==> src/rtl/return_addr_stack_if.sv <==
// Return-address stack port bundle: call/return controls in, top/status out.
// master = PC-select side, slave = the stack itself.
interface return_addr_stack_if #(
  parameter int ADDR_W = 12,
  parameter int DEPTH  = 8
);
  localparam int CW = $clog2(DEPTH + 1);

  logic              push;
  logic              pop;
  logic              flush;
  logic              err_clr;
  logic [ADDR_W-1:0] push_data;
  logic [ADDR_W-1:0] top;
  logic [CW-1:0]     count;
  logic              empty;
  logic              full;
  logic              overflow;
  logic              underflow;

  modport master (
    output push, pop, flush, err_clr, push_data,
    input  top, count, empty, full, overflow, underflow
  );

  modport slave (
    input  push, pop, flush, err_clr, push_data,
    output top, count, empty, full, overflow, underflow
  );
endinterface

==> src/rtl/return_addr_stack.sv <==
// Return-address stack: push on call, pop on return, sticky error flags.
// Ports: clk, rst (async active-low), bus (slave: push/pop/flush/err_clr/
// push_data in; top/count/empty/full/overflow/underflow out).
// RAS_CIRCULAR_EN: push on full overwrites the oldest entry instead of
// being dropped.
module return_addr_stack #(
  parameter int ADDR_W = 12,
  parameter int DEPTH  = 8
) (
  input logic                clk,
  input logic                rst,
  return_addr_stack_if.slave bus
);
  localparam int CW = $clog2(DEPTH + 1);
  localparam int PW = $clog2(DEPTH);

  logic [ADDR_W-1:0] mem_q [DEPTH];
  logic [PW-1:0]     tp_q, tp_d;
  logic [CW-1:0]     cnt_q, cnt_d;
  logic              ovf_q, ovf_d;
  logic              unf_q, unf_d;

  logic              we;
  logic [PW-1:0]     waddr;
  logic              ovf_ev;
  logic              unf_ev;
  logic              is_empty;
  logic              is_full;

  assign is_empty = (cnt_q == '0);
  assign is_full  = (cnt_q == CW'(DEPTH));

  always_comb begin
    tp_d   = tp_q;
    cnt_d  = cnt_q;
    we     = 1'b0;
    waddr  = tp_q + PW'(1);
    ovf_ev = 1'b0;
    unf_ev = 1'b0;
    if (bus.flush) begin
      tp_d  = '0;
      cnt_d = '0;
    end else if (bus.push && bus.pop) begin
      if (!is_empty) begin
        // Return then call in one cycle: swap the top in place.
        we    = 1'b1;
        waddr = tp_q;
      end else begin
        unf_ev = 1'b1;
        we     = 1'b1;
        tp_d   = tp_q + PW'(1);
        cnt_d  = CW'(1);
      end
    end else if (bus.push) begin
      if (!is_full) begin
        we    = 1'b1;
        tp_d  = tp_q + PW'(1);
        cnt_d = cnt_q + CW'(1);
      end else begin
        ovf_ev = 1'b1;
`ifdef RAS_CIRCULAR_EN
        // tp wraps onto the oldest slot; count stays saturated.
        we   = 1'b1;
        tp_d = tp_q + PW'(1);
`endif
      end
    end else if (bus.pop) begin
      if (!is_empty) begin
        tp_d  = tp_q - PW'(1);
        cnt_d = cnt_q - CW'(1);
      end else begin
        unf_ev = 1'b1;
      end
    end
    // A fresh error in the clearing cycle must stay visible.
    ovf_d = (ovf_q && !bus.err_clr) || ovf_ev;
    unf_d = (unf_q && !bus.err_clr) || unf_ev;
  end

  always_ff @(posedge clk or negedge rst) begin
    if (!rst) begin
      tp_q  <= '0;
      cnt_q <= '0;
      ovf_q <= 1'b0;
      unf_q <= 1'b0;
    end else begin
      tp_q  <= tp_d;
      cnt_q <= cnt_d;
      ovf_q <= ovf_d;
      unf_q <= unf_d;
    end
  end

  always_ff @(posedge clk) begin
    if (we) begin
      mem_q[waddr] <= bus.push_data;
    end
  end

  assign bus.top       = is_empty ? '0 : mem_q[tp_q];
  assign bus.count     = cnt_q;
  assign bus.empty     = is_empty;
  assign bus.full      = is_full;
  assign bus.overflow  = ovf_q;
  assign bus.underflow = unf_q;
endmodule

==> src/flat_wrapper.sv <==
// flat-port wrapper written by rule: the top's interface ports become plain ports
module return_addr_stack_flat 
#(
  parameter int ADDR_W = 12,
  parameter int DEPTH  = 8
)
  (clk, rst, bus_push, bus_pop, bus_flush, bus_err_clr, bus_push_data, bus_top, bus_count, bus_empty, bus_full, bus_overflow, bus_underflow);
  return_addr_stack_if #(.ADDR_W(ADDR_W), .DEPTH(DEPTH)) bus_i ();
  input logic clk;
  input logic rst;
  input wire logic [$bits(bus_i.push)-1:0] bus_push;
  input wire logic [$bits(bus_i.pop)-1:0] bus_pop;
  input wire logic [$bits(bus_i.flush)-1:0] bus_flush;
  input wire logic [$bits(bus_i.err_clr)-1:0] bus_err_clr;
  input wire logic [$bits(bus_i.push_data)-1:0] bus_push_data;
  output wire logic [$bits(bus_i.top)-1:0] bus_top;
  output wire logic [$bits(bus_i.count)-1:0] bus_count;
  output wire logic [$bits(bus_i.empty)-1:0] bus_empty;
  output wire logic [$bits(bus_i.full)-1:0] bus_full;
  output wire logic [$bits(bus_i.overflow)-1:0] bus_overflow;
  output wire logic [$bits(bus_i.underflow)-1:0] bus_underflow;
  assign bus_i.push = bus_push;
  assign bus_i.pop = bus_pop;
  assign bus_i.flush = bus_flush;
  assign bus_i.err_clr = bus_err_clr;
  assign bus_i.push_data = bus_push_data;
  assign bus_top = bus_i.top;
  assign bus_count = bus_i.count;
  assign bus_empty = bus_i.empty;
  assign bus_full = bus_i.full;
  assign bus_overflow = bus_i.overflow;
  assign bus_underflow = bus_i.underflow;
  return_addr_stack #(.ADDR_W(ADDR_W), .DEPTH(DEPTH)) u_core (.clk(clk), .rst(rst), .bus(bus_i));
endmodule
==> config.mk <==
export PLATFORM = sky130hd
export DESIGN_NAME = return_addr_stack_flat
export DESIGN_NICKNAME = d
export VERILOG_FILES = /design/src/rtl/return_addr_stack_if.sv /design/src/rtl/return_addr_stack.sv /design/src/flat_wrapper.sv
export SDC_FILE = /design/constraint.sdc
export NUM_CORES = 1
export LEC_CHECK = 0
export ABC_AREA = 1
export ABC_CLOCK_PERIOD_IN_PS = 2600
export CORE_MARGIN = 1.5
export CORE_UTILIZATION = 45
export DETAILED_ROUTE_END_ITERATION = 8
export DONT_BUFFER_PORTS = 1
export GPL_TIMING_DRIVEN = 0
export PLACE_DENSITY = 0.59
export SLEW_MARGIN = 20
export SYNTH_ARGS = -nofsm -noshare
export SYNTH_HDL_FRONTEND = slang
export SYNTH_SLANG_ARGS = --single-unit
export TNS_END_PERCENT = 30
==> constraint.sdc <==
create_clock -name clk -period 2.6 [get_ports clk]
set_input_delay 0.52 -clock clk [delete_from_list [all_inputs] [get_ports clk]]
set_output_delay 0.52 -clock clk [all_outputs]
set_load 0.01 [all_outputs]
==> metrics.yaml, run 1 <==
setup_path:
  path_class: "flop to primary output"
  cp_cell_sequence: "buf_1, o21ai_0, o22ai_1, nand2_1, nand2_1"
  cp_data_arrival_time_ns: 1.98
  cpPeakStageDelay_ns: 0.51
  worstPathMaxFanout: 10
  crit_path_start_kind: "flop"
  crit_required_ns: 2.08
  cp-end-kind: "primary output"
  cp_slowest_cell: "dfrtp_2"
  crit_path_frequent_cell: "nand2_1"
floorplanning:
  core_sq_um: 9910
  pin_count: 38
  die_w_um: 105
  die_y_um: 105
  start_util: 0.468
  fp.dieArea_sq_um: 10900
  rows: 36
routing:
  drt-met1-wl_um: 4740
  wl_met2_um: 5150
  vias_per_cell: 5.41
  drt_wl_total_um: 10800
  ant_nets: 0
  top_layer_used: "met4"
  dr_total_vias: 3088
  wl_met3_um: 770
  drtIter0Drc: 257
  route.detailed.drc: 0
  dr.pass1.iters: 5
  wl_per_cell_um: 19.0
yosys:
  syn_area_sq_um: 4640
  synthDistinctLibCells: 31
  yosys.area.top_type_share: 0.621
  yosys-top-cells-area: "edfxtp_1 (62%), o21ai_0 (5.5%), nor2_1 (5.5%), nand2_1 (5.1%), dfrtp_1 (4.9%)"
  syn-instance-count: 414
  yosys_warnings: 0
  synth_seq_cells: 105
  syn_area_per_cell_sq_um: 11.2
  synth_nets: 437
  yosysTopAreaCell: "edfxtp_1"
  synth-seq-area-share: 0.670
placement:
  hpwlAfterDp_um: 6760
  routabilityCongestion: 0.810
  place_inst: 547
  io_buffers: 0
  place_ws_ns: -0.365
sta:
  setup_viol: 0
  tns_ns: 0
  period_needed_ns: 2.50
  max_freq_mhz: 400
  skew_ns: 0.0116
  finalCritPeriodShare: 0.962
  tightestPinTransition_ns: 0.691
  max_slew_margin: 0.539
  hold_viol_final: 0
  layout_setup_ws_ns: 0.0986
  slew_violations: 0
  rsz0062_at_grt: "yes"
global_route:
  grt_pass1_vias: 3022
  antenna_found_initial: 0
  grt_overflow: 0
  grtUsageTotal: 0.209
  grt_max_degree: 20
  grt_pass1_wl_um: 16800
clock_tree:
  clk_latency_ns: 0.37
  clockBufferDepth: 2
  cts_buffers: 9
  clock-sinks: 105
  cts-root-buf: "clkbuf_8"
  clk_pin_slew_worst_paths_ns: 0.11
  cts_tree: "built"
  h-tree-depth: 3
layout:
  antennaDiodeCount: 0
  syn_to_final_growth_pct: 11.8
  layout.nets: 456
  layout-drive-gt1-share: 0.153
  fin_cells: 571
  multiInputGateArea_sq_um: 1380
  ff_latch_area_sq_um: 3110
  fillers: 868
status:
  status: "finished clean"
worst_hold_path:
  hold_class: "input pin to flop"
power_and_ir_drop:
  power_w: 0.00493
  p_per_area_nw_per_um2: 949
  p_leak_nw: 1.88
  peakVddDrop_mv: 0.377
flow_run:
  drv_cap: 0
-- critical path: cells and delay by family (launching register included) --
| kind | cells | cell delay (ns) |
|---|---|---|
| compound gates | 2 | 0.43 |
| buf+inv | 1 | 0.49 |
| flops | 1 | 0.51 |
| simple gates | 2 | 0.19 |
-- state kept, by name (all words and copies together), names as in the netlist --
| signal | cells |
|---|---|
| u_core.mem_q | 96 |
| u_core.bus.underflow | 1 |
| u_core.bus.count | 4 |
| u_core.tp_q | 3 |
| u_core.bus.overflow | 1 |
-- cell usage after synthesis, drive strengths merged --
cell type / n
buf: 14
or2: 2
nand2: 72
inv: 25
nor2: 72
o32ai: 1
nand3: 25
nand4: 1
dfrtp: 9
clkbuf: 7
xnor2: 2
fa: 1
edfxtp: 96
ha: 4
xor2: 1
o21ai: 58
o22ai: 24
-- path summary, 6_finish.rpt --
| check | startpoint | endpoint | slack [ns] | cells past startpoint |
|---|---|---|---|---|
| setup / recovery | u_core.tp_q[1] | bus_top[4] | 0.1 | 5 |
| min in group asynchronous | rst | u_core.bus.count[2] | 0.52 | 1 |
| max in group asynchronous | rst | u_core.tp_q[1] | 1.74 | 1 |
| setup reg to reg | u_core.tp_q[1] | u_core.mem_q[1][1] | 0.12 | 8 |
| hold / removal | bus_err_clr | u_core.bus.overflow | 0.23 | 1 |
| hold reg to reg | u_core.bus.overflow | u_core.bus.overflow | 0.59 | 2 |
-- layout make-up --
cell class,instances,share of cell area
Buffer,21,0.0236
Inverter,25,0.0181
Multi-Input combinational cell,263,0.266
Tap cell,133,0.0321
Clock inverter,6,0.0121
Sequential cell,105,0.599
Timing Repair Buffer,8,0.0241
Clock buffer,10,0.0246
-- repair_timing --
item | in CTS | in global routing
hold buffers | 1 | 0
setup buffers | 3 | 4
endpoints found under the hold margin | 9 | 0
pin swaps | 3 | 3
gates resized for setup | 11 | 4
endpoints found under the setup margin | 106 | 76
-- power by group --
part	leakage, nW	internal [W]	switching (W)
logic	0.808	0.000560	0.00129
clock network	0.0893	0.000372	0.000594
registers	0.984	0.00200	0.000106
total	1.88	0.00294	0.00199
-- metal layers --
layer	vias to the layer above	GRT usage
li1	1484	-
met1	1494	0.282
met2	99	0.309
met3	11	0.0618
met4	0	0.0992
met5	-	0
-- kinds of logic (layout without fill, tap and decap cells) --
logic type / Yosys count / in the layout / share of synthesized area
flip-flops: 105 / 105 / 0.670
AND/OR/NAND/NOR: 172 / 172 / 0.167
adder cells (fa/ha/maj): 5 / 5 / 0.0151
XOR/XNOR: 3 / 3 / 0.00566
AO/OA/AOI/OAI: 83 / 83 / 0.0968
buffers and inverters: 46 / 70 / 0.0453
-- placed cells by master (no fill, tap or decap), types with 8 or more instances in the layout --
master / netlist / routed
nor2_4: 1 / 9
nand3_1: 22 / 22
nor2_1: 68 / 60
dfrtp_1: 9 / 8
buf_2: 9 / 8
o21ai_0: 51 / 51
edfxtp_1: 96 / 96
inv_1: 21 / 21
clkbuf_8: 0 / 9
nand2_1: 63 / 63
o22ai_1: 24 / 24
-- metrics by stage --
stage	utilization	hold slack, ns	area [sq um]
final	0.524	0.231	5190
after global routing	0.524	0.209	5190
after CTS	0.518	0.214	5130
after detailed placement	0.487	0.225	4830
after global placement	0.485	0.225	4810
after floorplan	-	0.224	4640
(Power assumes the default switching activity.)
==> run 2: changes to the inputs <==
- ABC_AREA: 1 -> unset
==> metrics.yaml, run 2 <==
setup_path:
  crit_required_ns: 2.08  # about the same
  cp_top_family: "simple AND/OR/NAND/NOR gates"
  crit_buf_inv: 3  # +2
  cp_cell_sequence: "or4_4, inv_4, buf_8, buf_12, nor2_1"
  cp_data_arrival_time_ns: 2.00  # +0.02 ns
  cpPeakStageDelay_ns: 0.62  # +0.11 ns
  crit_path_start_kind: "flop"
  cp-end-kind: "primary output"
  path_class: "flop to primary output"
  worstPathMaxFanout: 10  # unchanged
  ff2ff_setup_slack_ns: 0.10  # -0.02 ns
  cp_slowest_cell: "or4_4"
yosys:
  synthDistinctLibCells: 47  # +52%
  yosys_warnings: 0  # unchanged
  yosys-top-cells-area: "edfxtp_1 (63%), mux4_2 (12%), dfrtp_1 (5.0%), mux2i_1 (2.6%), nor2_1 (2.1%)"
  yosysMostFrequentCell: "edfxtp_1"
  synth-seq-area-share: 0.684  # +0.0148
  synthArstFlopShare: 0.0857  # unchanged
  synth_common_cells: "edfxtp_1 (96), nor2_1 (26), mux4_2 (24)"
  yosys.area.top_type_share: 0.635  # +0.0137
  syn-instance-count: 268  # -35%
  synth_nets: 291  # -33%
  syn_area_per_cell_sq_um: 16.9  # +51%
  syn_area_sq_um: 4540  # -2.2%
  synth_seq_cells: 105  # unchanged
  yosysTopAreaCell: "edfxtp_1"
  ys.flop_type: "edfxtp_1"
  synth_edf_count: 96  # unchanged
sta:
  hold_viol_final: 0  # unchanged
  max_freq_mhz: 397  # -0.74%
  rsz0062_at_grt: "no"
  tightestPinTransition_ns: 0.699  # +0.00769 ns
  slew_violations: 0  # unchanged
  setup_viol: 0  # unchanged
  finalCritPeriodShare: 0.969  # +0.00720
  max_slew_margin: 0.531  # -0.00825
  layout_setup_ws_ns: 0.0798  # -0.0187 ns
  skew_ns: 0.00892  # -0.00263 ns
  period_needed_ns: 2.52  # +0.0187 ns
status:
  status: "finished clean"
layout:
  syn_to_final_growth_pct: 12.6
  layout.nets: 310  # -32%
  final_util: 0.523  # -0.000696
  antennaDiodeCount: 0  # unchanged
  largest_reg_flops: 96  # unchanged
  fillers: 798  # -8.1%
  layout-drive-gt1-share: 0.274  # +0.121
  top_register: "u_core.mem_q"
  layout_commonest_cell: "edfxtp_1"
  most-common-layout-cells: "edfxtp_1 (96), mux4_2 (24), nor2_1 (22), mux2i_1 (12), inv_1 (10)"
global_route:
  grt_pass1_wl_um: 14300  # -15%
  grt_pass1_vias: 2381  # -21%
  grt_overflow: 0  # unchanged
  grt_max_degree: 20  # unchanged
  antenna_found_initial: 0  # unchanged
  grtUsageTotal: 0.195  # -0.0134
floorplanning:
  die_w_um: 103  # -1.1%
  rows: 36  # unchanged
  start_util: 0.465  # -0.00377
  core_sq_um: 9770  # -1.4%
  fp.dieArea_sq_um: 10700  # -2.1%
  pin_count: 38  # unchanged
  die_y_um: 103  # -1.1%
routing:
  vias_per_cell: 5.75  # +6.4%
  wl_per_cell_um: 22.3  # +17%
  route.detailed.drc: 0  # unchanged
  ant_nets: 0  # unchanged
  drtIter0Drc: 164  # -36%
  dr.pass1.iters: 4  # -1
  drt_wl_total_um: 9480  # -13%
  dr_total_vias: 2445  # -21%
power_and_ir_drop:
  p_leak_nw: 1.64  # -13%
  swShare: 0.318  # -0.0866
  peakVddDrop_mv: 0.441  # +17%
  p_per_area_nw_per_um2: 811  # -15%
  clockPowerShare: 0.233  # +0.037
  cell_internal_pwr_w: 0.00283  # -3.6%
  power_frac_comb: 0.278  # -0.098
  p_seq_frac: 0.489  # +0.061
  power_switching_w: 0.00132  # -34%
placement:
  routabilityCongestion: 0.835  # +3.0%
  place_ws_ns: -0.559  # -0.194 ns
  io_buffers: 0  # unchanged
  hpwlAfterDp_um: 5820  # -14%
clock_tree:
  clk_latency_ns: 0.37  # about the same
  clock-sinks: 105  # unchanged
  h-tree-depth: 3  # unchanged
  cts_tree: "built"
  clockBufferDepth: 2  # unchanged
  cts_buffers: 9  # unchanged
  clk_pin_slew_worst_paths_ns: 0.11  # about the same
  cts-root-buf: "clkbuf_8"
flow_run:
  drv_cap: 0  # unchanged
worst_hold_path:
  hold_class: "input pin to flop"
[run 2: cell types whose count changed after synthesis, sizes merged, moves of 7 or more]
cell / before / now
a21oi: 0 / 7
inv: 25 / 11
mux2i: 0 / 12
mux4: 0 / 24
nand2: 72 / 4
nand3: 25 / 3
nor2: 72 / 26
o21ai: 58 / 5
o22ai: 24 / 0
[run 2: power by group through the flow]
stage	combinational (W)	sequential (W)	clock [W]
floorplan	0.000780	0.00204	0
global placement	0.00101	0.00206	0
detailed placement	0.00103	0.00206	0
CTS	0.00114	0.00203	0.000986
global route	0.00125	0.00204	0.00104
finish	0.00115	0.00203	0.000968
[run 2: layer usage]
layer | share of wire | vias up | wire length [um] | global-route usage
li1 | - | 1108 | - | -
met1 | 0.45 | 1253 | 4220 | 0.283
met2 | 0.48 | 74 | 4550 | 0.295
met3 | 0.060 | 10 | 571 | 0.0470
met4 | 0.015 | 0 | 138 | 0.0634
met5 | 0 | - | 0 | 0
[run 2: layout make-up]
type,count,area (sq um),area share
well taps,133,166,0.0326
clock inverters,6,62.6,0.0122
inverters,11,43.8,0.00857
flip-flops and latches,105,3110,0.609
repair buffers,9,105,0.0206
plain buffers,15,125,0.0245
clock buffers,10,128,0.0250
multi-input cells,136,1370,0.268
[run 2: stage by stage]
stage	area [sq um]	hold slack, ns	TNS (ns)	std cells	power (W)
final	5110	0.231	0	425	0.00415
after global placement	4710	0.225	-75.66	401	0.00307
after global routing	5110	0.211	0	425	0.00434
after CTS	5080	0.217	-1.02	425	0.00415
after detailed placement	4770	0.225	-36.71	404	0.00309
after floorplan	4540	0.224	-0.382	268	0.00282
[run 2: worst paths after layout]
check | from | to | depth (start not counted)
max | u_core.bus.count[1] | bus_top[3] | 5
min | bus_push_data[5] | u_core.mem_q[4][5] | 0
max reg2reg | u_core.bus.count[1] | u_core.mem_q[1][3] | 7
min reg2reg | u_core.bus.overflow | u_core.bus.overflow | 2
max in group asynchronous | rst | u_core.tp_q[0] | 1
min in group asynchronous | rst | u_core.bus.underflow | 1
[run 2: what timing repair did]
| item | in CTS | in global routing |
|---|---|---|
| gates resized for setup | 23 | 14 |
| buffers inserted | 5 | 0 |
| pin swaps | 2 | 1 |
| endpoints found under the setup margin | 109 | 94 |
| hold buffers | 1 | 0 |
| hold endpoints to repair | 9 | 0 |
[run 2: cell families after synthesis]
logic type,count (synthesis),share of synthesized area
compound gates,30,0.0474
xor+xnor,4,0.00772
fa+ha+maj,5,0.0154
buf+inv,27,0.0267
flops,105,0.684
mux,37,0.148
simple gates,60,0.0703
[run 2: worst reg2reg max path, cell delays in order, from the launching register on]
cell     delay [ns]
dfrtp_2        0.50
or4_4          0.62
inv_4          0.11
buf_8          0.15
nor3_1         0.07
o32a_1         0.42
nor2_4         0.16
buf_4          0.18
==> run 3: changes to the inputs <==
- ABC_CLOCK_PERIOD_IN_PS: 2600 -> 2530
- CORE_MARGIN: 1.5 -> 1
- clock period: 2.6 -> 2.53 ns (I/O delays scaled with it)
==> metrics.yaml, run 3 (synthesis results as in run 2) <==
sta:
  period_needed_ns: 2.49
  skew_ns: 0.00976  # +0.000840 ns
  rsz0062_at_grt: "yes"
  max_freq_mhz: 401
  hold_viol_final: 0  # unchanged
  tightestPinTransition_ns: 0.828  # +0.129 ns
  slew_violations: 0  # unchanged
  finalCritPeriodShare: 0.985
  setup_viol: 0  # unchanged
  max_slew_margin: 0.444  # -0.0869
  layout_setup_ws_ns: 0.0390  # -0.0408 ns
layout:
  layout.nets: 310  # unchanged
  layout_commonest_cell: "edfxtp_1"
  most-common-layout-cells: "edfxtp_1 (96), mux4_2 (24), nor2_1 (22), mux2i_1 (12), inv_1 (10)"
  largest_reg_flops: 96  # unchanged
  antennaDiodeCount: 0  # unchanged
  syn_to_final_growth_pct: 14.1
  final_util: 0.530  # +0.00717
  top_register: "u_core.mem_q"
  fillers: 817  # +2.4%
  layout-drive-gt1-share: 0.274  # unchanged
setup_path:
  worstReg2RegStart: "u_core.bus.count[1]"
  ff2ff_setup_slack_ns: 0.04  # -0.06 ns
  cp-end-kind: "flop"
  cp_cell_sequence: "or4_4, inv_4, buf_8, nor3_1, o32a_1, nor2_4, buf_4"
  path_class: "flop to flop"
  cp_data_arrival_time_ns: 2.57  # +0.57 ns
  regToRegEndpoint: "u_core.mem_q[0][4]"
  cpPeakStageDelay_ns: 0.62  # about the same
  cp_slowest_cell: "or4_4"
  crit_required_ns: 2.61  # +0.53 ns
  crit_path_start_kind: "flop"
  worstPathMaxFanout: 10  # unchanged
  reg2reg_depth: 7  # unchanged
floorplanning:
  rows: 36  # unchanged
  pin_count: 38  # unchanged
  core_sq_um: 9770  # unchanged
  start_util: 0.465  # unchanged
  die_y_um: 102  # -0.97%
  die_w_um: 102  # -0.97%
  fp.dieArea_sq_um: 10500  # -1.9%
power_and_ir_drop:
  peakVddDrop_mv: 0.479  # +8.8%
  p_leak_nw: 1.67  # +1.9%
  p_per_area_nw_per_um2: 873  # +7.6%
  power_w: 0.00452  # +9.1%
global_route:
  grt_overflow: 0  # unchanged
  grt_max_degree: 20  # unchanged
  grt_pass1_vias: 2325  # -2.4%
  grtUsageTotal: 0.190  # -0.00504
  grt_pass1_wl_um: 13700  # -4.3%
  antenna_found_initial: 0  # unchanged
clock_tree:
  cts-root-buf: "clkbuf_8"
  h-tree-depth: 3  # unchanged
  cts_buffers: 9  # unchanged
  clock-sinks: 105  # unchanged
  clk_pin_slew_worst_paths_ns: 0.10  # about the same
  cts_tree: "built"
  clockBufferDepth: 2  # unchanged
  clk_latency_ns: 0.36  # about the same
routing:
  dr.pass1.iters: 5  # +1
  vias_per_cell: 5.77  # +0.25%
  route.detailed.drc: 0  # unchanged
  wl_per_cell_um: 21.7  # -2.9%
  drtIter0Drc: 102  # -38%
  ant_nets: 0  # unchanged
  drt_wl_total_um: 9210  # -2.9%
  dr_total_vias: 2451  # +0.25%
status:
  status: "finished clean"
worst_hold_path:
  min_path_cells: 1  # +1
  hp-start: "bus_err_clr"
  hold_path_end: "u_core.bus.underflow"
  hold_class: "input pin to flop"
placement:
  place_ws_ns: -0.611  # -0.0517 ns
  hpwlAfterDp_um: 5750  # -1.2%
  io_buffers: 0  # unchanged
  routabilityCongestion: 0.808  # -3.2%
flow_run:
  drv_cap: 0  # unchanged
run 3: cell types whose count changed in the layout (fill, tap and decap cells not counted), sizes merged:
cell / previous run / this run
clkinv: 4 / 1
clkbuf: 16 / 13
inv: 13 / 14
buf: 17 / 19
bufinv: 0 / 3
run 3: worst max-delay path: cells and delay by family (launching register included):
family / cells / cell delay [ns]
compound gates: 1 / 0.42
flops: 1 / 0.50
simple gates: 3 / 0.86
buf+inv: 3 / 0.44
run 3: power by group:
group          switching, W  internal (W)
logic              0.000660      0.000519
registers         0.0000689       0.00202
clock network      0.000584      0.000676
run 3: what timing repair did:
item                       CTS  global route
setup endpoints to repair  109            50
buffers inserted             6             1
hold endpoints to repair     9             0
hold buffers                 1             0
pin swaps                    4             0
gates resized for setup     33             7
run 3: worst max path at each step:
stage	depth (start not counted)	startpoint	to
floorplan	7	u_core.bus.count[0]	u_core.mem_q[1][0]
global placement	7	u_core.tp_q[0]	u_core.mem_q[7][2]
detailed placement	6	u_core.tp_q[0]	u_core.mem_q[0][8]
CTS	5	u_core.bus.count[0]	u_core.mem_q[6][5]
global route	5	u_core.bus.count[1]	bus_top[10]
finish	7	u_core.bus.count[1]	u_core.mem_q[0][4]
run 3: cell type report:
cell class | count | area (sq um) | share of cell area
buffer | 15 | 133 | 0.0256
clock buffer | 9 | 124 | 0.0239
sequential | 105 | 3110 | 0.600
inverter | 11 | 43.8 | 0.00845
timing repair buffer | 9 | 98.8 | 0.0191
multi-input combinational | 136 | 1370 | 0.265
tap | 133 | 166 | 0.0321
clock inverter | 7 | 133 | 0.0256
run 3: metrics by stage:
| stage | instance area [sq um] | setup TNS (ns) | hold slack, ns | instances |
|---|---|---|---|---|
| 4_1_cts | 5160 | -1.30 | 0.202 | 424 |
| 5_1_grt | 5180 | -0.496 | 0.188 | 425 |
| 6_report | 5180 | 0 | 0.221 | 425 |
| 3_5_place_dp | 4730 | -49.57 | 0.211 | 402 |
| 2_1_floorplan | 4540 | -2.43 | 0.210 | 268 |
| 3_3_place_gp | 4710 | -78.01 | 0.211 | 401 |
run 3: per-layer routing:
| layer | track usage | vias up | part of all wire |
|---|---|---|---|
| met1 | 0.252 | 1252 | 0.43 |
| met4 | 0.0560 | 0 | 0.0086 |
| met3 | 0.0650 | 8 | 0.065 |
| li1 | - | 1109 | - |
| met2 | 0.299 | 82 | 0.50 |
| met5 | 0 | - | 0 |
